==> src/rtl/seq_mult7.sv <==
// seq_mult7: sequential 7x7 unsigned shift-and-add multiplier.
// One 7-bit ripple adder (level) is reused once per cycle for seven steps.
// The 14-bit product appears with a one-cycle done pulse 7 cycles after the
// accepting edge.

// level: 7-bit combinational ripple-carry adder, sum plus carry out.
module level (
  input  logic [6:0] a,
  input  logic [6:0] b,
  output logic [6:0] product,
  output logic       c_out
);

  logic [7:0] carry;

  // Ripple the carry bit by bit from the LSB upward.
  always_comb begin
    carry   = '0;
    product = '0;
    for (int i = 0; i < 7; i++) begin
      product[i]   = a[i] ^ b[i] ^ carry[i];
      carry[i + 1] = (a[i] & b[i]) | (carry[i] & (a[i] ^ b[i]));
    end
    c_out = carry[7];
  end

endmodule

module seq_mult7 (
  input  logic        clk,
  input  logic        rst,
  input  logic        start,
  input  logic [6:0]  a,
  input  logic [6:0]  b,
  output logic        busy,
  output logic        done,
  output logic [13:0] product
);

  typedef enum logic [1:0] {IDLE, RUN, DONE} state_t;

  state_t      state_q;
  logic [6:0]  m_q;
  logic [6:0]  hi_q;
  logic [6:0]  q_q;
  logic [2:0]  cnt_q;
  logic        busy_q;
  logic        done_q;
  logic [13:0] product_q;

  logic [6:0]  addend;
  logic [6:0]  sum;
  logic        c_out;
  logic [6:0]  hi_d;
  logic [6:0]  q_d;

  // Add the multiplicand only when the current multiplier LSB is set.
  assign addend = q_q[0] ? m_q : 7'd0;

  level u_level (
    .a       (hi_q),
    .b       (addend),
    .product (sum),
    .c_out   (c_out)
  );

  // Shift {carry, sum, Q} right by one. The adder carry lands in HI[6],
  // so it needs no flop of its own.
  assign hi_d = {c_out, sum[6:1]};
  assign q_d  = {sum[0], q_q[6:1]};

  // Control FSM plus accumulator datapath; outputs are registered.
  always_ff @(posedge clk) begin
    if (rst) begin
      state_q   <= IDLE;
      busy_q    <= 1'b0;
      done_q    <= 1'b0;
      cnt_q     <= 3'd0;
      product_q <= 14'h0000;
    end else begin
      done_q <= 1'b0;
      case (state_q)
        IDLE, DONE: begin
          if (start) begin
            m_q     <= a;
            q_q     <= b;
            hi_q    <= 7'd0;
            cnt_q   <= 3'd0;
            busy_q  <= 1'b1;
            state_q <= RUN;
          end else begin
            state_q <= IDLE;
          end
        end
        RUN: begin
          hi_q  <= hi_d;
          q_q   <= q_d;
          cnt_q <= cnt_q + 3'd1;
          if (cnt_q == 3'd6) begin
            state_q   <= DONE;
            busy_q    <= 1'b0;
            done_q    <= 1'b1;
            product_q <= {hi_d, q_d};
          end
        end
        default: begin
          state_q <= IDLE;
          busy_q  <= 1'b0;
        end
      endcase
    end
  end

  assign busy    = busy_q;
  assign done    = done_q;
  assign product = product_q;

endmodule
==> config.mk <==
export PLATFORM = sky130hd
export DESIGN_NAME = seq_mult7
export DESIGN_NICKNAME = d
export VERILOG_FILES = /design/src/rtl/seq_mult7.sv
export SDC_FILE = /design/constraint.sdc
export NUM_CORES = 1
export LEC_CHECK = 0
export ABC_AREA = 1
export CAP_MARGIN = 20
export CORE_MARGIN = 3
export CORE_UTILIZATION = 35
export CTS_BUF_LIST = sky130_fd_sc_hd__clkbuf_8
export DETAILED_ROUTE_END_ITERATION = 12
export DONT_BUFFER_PORTS = 1
export GPL_ROUTABILITY_DRIVEN = 1
export PLACE_DENSITY_LB_ADDON = 0.1
export SLEW_MARGIN = 20
export SYNTH_ARGS = -nofsm -noshare
export SYNTH_HDL_FRONTEND = slang
export SYNTH_SLANG_ARGS = --single-unit
export TNS_END_PERCENT = 30
==> constraint.sdc <==
create_clock -name clk -period 3.9 [get_ports clk]
set_input_delay 0.195 -clock clk [delete_from_list [all_inputs] [get_ports clk]]
set_output_delay 0.195 -clock clk [all_outputs]
set_load 0.01 [all_outputs]
* Word level (Yosys, flattened, before mapping)
Cells that the tools add are included.
** Word-level totals
- Register bits after elaboration :: 42
- Word-level logic and storage cells :: 71
** Cells by class
- $add $sub $neg :: 1
- Equality and inequality tests :: 5
- Mux-type cells :: 14
- Bitwise gates (word level) :: 34
- Reductions and logical operators :: 9
** Operators by type and width (count)
- case mux 7 bit (2 select lines) :: 2
- two-way mux 7 bit :: 3
- AND 1 bit :: 13
- bitwise XOR 1 bit :: 13
- OR 1 bit :: 6
- case mux 3 bit (2 select lines) :: 1
- AND reduction 2 bit :: 3
- AND reduction 3 bit :: 2
- two-way mux 1 bit :: 4
- inequality test 2 bit (second input constant) :: 2
- case mux 2 bit (2 select lines) :: 1
- OR reduction 2 bit :: 2
- adder 3 x 1 -> 3 bit (second input constant) :: 1
- == test 3 bit (second input constant) :: 1
- two-way mux 3 bit :: 1
- == test 2 x 1 -> 1 bit (second input constant) :: 1
- == test 2 bit (second input constant) :: 1
- logical NOT 2 bit :: 1
- two-way mux 2 bit :: 1
- inverter 1 bit :: 2
- case mux 1 bit (2 select lines) :: 1
- nonzero test 2 bit :: 1

* Depth between registers and ports, before layout
- Depth after elaboration :: 15
- Depth in mapped cells :: 14

* Hierarchy
Synthesis repeated with hierarchy kept, for this count alone.
** Second synthesis, totals
- Cells, all modules :: 198
- Area total of the unflattened synthesis :: 1858.0 µm²
** Modules (own cells, without submodules)
- seq_mult7 :: times used 1, cells an instance 181, area each 1687.9 µm², sequential area each 1051.0 µm²
- level :: times used 1, cells an instance 17, area each 170.2 µm², sequential area each 0.0 µm²

* Worst setup path after synthesis
No wires, ideal clock.
- Path kind :: flip-flop to flip-flop
- Start :: register q_q[0]
- End :: register product_q[12] (netlist: product[12])
- Library setup time :: 0.058 ns
- Data arrival time :: 3.129 ns
- Path slack :: 0.712 ns
- Stages on the path, launching flop included :: 15
- Path buffers :: 0
- Cell sequence :: edfxtp_1 > nand2_1 > inv_1 > ha_1 > inv_1 > fa_1 > inv_1 > fa_1 > fa_1 > fa_1 > fa_1 > inv_1 > fa_1 > nand3b_1 > nand2_1
** On the way
- Cells in the longest elaborated chain, start to end :: 13
- Elaborated cells between the ends (all ways) :: 24
** RTL lines
- start: declaration :: RTL line 45 : logic [6:0] q_q;
- start signal: assignment :: RTL line 97 : q_q <= q_d;
- two-way mux 7 bit (*) :: RTL line 58 : assign addend = q_q[0] ? m_q : 7'd0;
- AND 1 bit or bitwise XOR 1 bit (tied branches) :: RTL line 22 : carry[i + 1] = (a[i] & b[i]) | (carry[i] & (a[i] ^ b[i]));
- AND 1 bit :: RTL line 22
- OR 1 bit :: RTL line 22
- AND 1 bit :: RTL line 22
- OR 1 bit :: RTL line 22
- AND 1 bit :: RTL line 22
- OR 1 bit :: RTL line 22
- AND 1 bit :: RTL line 22
- OR 1 bit :: RTL line 22
- AND 1 bit :: RTL line 22
- OR 1 bit :: RTL line 22
- bitwise XOR 1 bit (*) :: RTL line 21 : product[i] = a[i] ^ b[i] ^ carry[i];
- end signal: assignment :: RTL line 103 : product_q <= {hi_d, q_d};
- end: declaration :: RTL line 49 : logic [13:0] product_q;
Every way passes the cells marked *; elsewhere a longest branch is shown, timed or not.
A chain may end at the register's enable or synchronous reset.

* Worst setup path in the final report
Ends and elaborated chain as after synthesis.

==> metrics.csv <==
metric,value,unit
htree_levels,2,
hold_viol_final,0,
setup_viol,0,
maxCapViolCount,0,
gp_congestion,0.775,
crit_arrival,3670,ps
start_util,0.375,
syn_inst,188,
final_max_slew_viol_count,0,
critical_path_cell_count,14,
ios,33,
synth_top_area_frac,0.345,
cts_root_buf,clkbuf_8,
syn_nets,214,
cts_hold_buffers,8,
cts_resized,0,
tightest_slew,878,ps
dieArea,6130,um2
cp-end-kind,flop,
first_iter_violations,78,
grt_max_degree,31,
clock_path_buffers,2,
path_max_fanout,7,
ys_ff_latch,42,
std_cell_rows,25,
hold_class,primary input to flop,
vdd_drop_max,0.130,mV
finalCritPeriodShare,0.881,
clock.fmax,0.291,GHz
max_stage_delay,470,ps
core,4880,um2
synth.distinct_cells,20,
ys_seq_area_frac,0.575,
yosys_warnings,0,
worst_slack,465,ps
crit_chain,nand2_1 -> inv_1 -> ha_1 -> inv_1 -> fa_1 -> inv_1 -> fa_1 -> fa_1 -> fa_1 -> fa_1 -> inv_1 -> fa_1 -> nand3b_1 -> nand2_1,
drtPass1Iterations,4,
io_buffers,0,
wire_per_inst,13.9,um
skew,4.91,ps
die_height,78.3,um
synthTopCellsByArea,"edfxtp_1 (34%), dfxtp_1 (23%), nand2_1 (9.9%)",
critPathKind,flop to flop,
cts_tree,done,
crit_buf_inv,4,
relSlewSlack,0.414,
grt_overflow,0,
cp_common_cell,fa_1,
clkTransAtPathRegs,80,ps
fin_setup_tns,0,ps
cts_buffers,5,
layout.nets,223,
hpwl,2.59,mm
min_path_cells,3,
die_x,78.3,um
via_per_inst,4.60,
required,4140,ps
cpMaxStageDelayCell,edfxtp_1,
crit_path_start,q_q[0],
avgSynthCellArea,9.72,um2
rsz0062_at_grt,no,
antenna_found_initial,0,
cts_setup_buffers,0,
vias,1220,
critPathLaunchType,flop,
crit_family,adder cells,
p_per_area,446,nW/um2
hp-start,rst,
grt_pass1_wl,5.89,mm
gr-usage-all-layers,0.128,
insertedDiodeCount,0,
drc,0,
reg2reg_from,q_q[0],
wl,3.68,mm
period_minus_slack,3430,ps
yosys.area.top_type,edfxtp_1,
post-place-ws,466,ps
clock_latency,300,ps
drive_above_1_share,0.0657,
status,finished clean,
syn-cell-area,1830,um2
leakage,0.939,nW
grt_pass1_vias,1200,
syn_to_final_growth,12.5,%
rr_worst_depth,14,
cts_sinks,42,
ant_nets,0,
==> worst min-delay path, stage by stage <==
cell,delay (ps)
nor2_1,30
nand2_1,50
nor2_1,30
==> registers in the layout, indices dropped and copies added (netlist names) <==
name	count
m_q	7
product	14
done	1
busy	1
q_q	7
cnt_q	3
state_q	2
hi_q	7
==> where the power goes <==
group	total (mW)	internal, mW	switching, mW	leakage [nW]
clock network	0.338	0.187	0.151	0.0570
logic	0.0831	0.0309	0.0521	0.513
registers	0.496	0.485	0.0109	0.369
==> through the flow <==
step           cells  instance area (um2)  hold slack, ps  power (mW)  utilization
2_1_floorplan    188                 1830             294       0.562            -
3_3_place_gp     249                 1870             269       0.580        0.383
3_5_place_dp     249                 1870             271       0.583        0.383
4_1_cts          265                 2060            43.3       0.925        0.422
5_1_grt          265                 2060            50.0       0.959        0.422
6_report         265                 2060            48.4       0.917        0.422
==> area by class of cell <==
cell class / instances / area [um2]
clock buffer: 5 / 68.8
multi-input combinational: 116 / 642
timing repair buffer: 9 / 87.6
fill: 499 / 2820
sequential: 42 / 1050
inverter: 23 / 86.3
clock inverter: 3 / 37.5
tap: 67 / 83.8
==> placed cells by master, fill, tap and decap left out <==
cell type	count
nor2_4	1
buf_4	1
ha_1	3
inv_1	22
edfxtp_1	21
inv_2	2
nand2_1	48
a21oi_1	1
nand3_1	27
clkbuf_8	5
dfxtp_1	21
nand2_2	1
nand2_4	1
nand3b_1	3
clkinv_1	1
o21ai_0	2
dlygate4sd3_1	8
bufinv_16	1
fa_1	6
nor2_1	22
nor2_8	1
==> path summary, 6_finish.rpt <==
check                                   end  slack (ps)
worst min register to register   product[8]         510
worst min-delay path               cnt_q[2]          50
worst max register to register  product[12]         470
worst max-delay path            product[12]         470
==> kinds of logic (layout without fill, tap and decap cells) <==
kind of cell / after synthesis / count (layout) / synth area share
adder cells (fa/ha/maj): 9 / 9 / 0.0862
AO/OA/AOI/OAI: 3 / 3 / 0.00821
flip-flops: 42 / 42 / 0.575
buffers and inverters: 30 / 40 / 0.0739
AND/OR/NAND/NOR: 104 / 104 / 0.257
==> cells in the mapped netlist <==
cell type and n:
inv_2 2, nand2_2 1, a21oi_1 1, edfxtp_1 21
buf_6 2, inv_1 21, nand3b_1 3, nor2_8 1
nor2_4 1, dfxtp_1 21, fa_1 6, nor2_1 22
nand2_4 1, buf_4 1, o21ai_0 2, nand3_1 27
ha_1 3, buf_2 3, nand2_1 48, clkbuf_1 1
==> routing by layer <==
layer | wire, um | global-route usage
met2 | 1750 | 0.201
met5 | 0 | 0
met3 | 243 | 0.0631
met4 | 77 | 0.0542
met1 | 1610 | 0.149
Note: power is estimated with default switching activity, not from simulation.
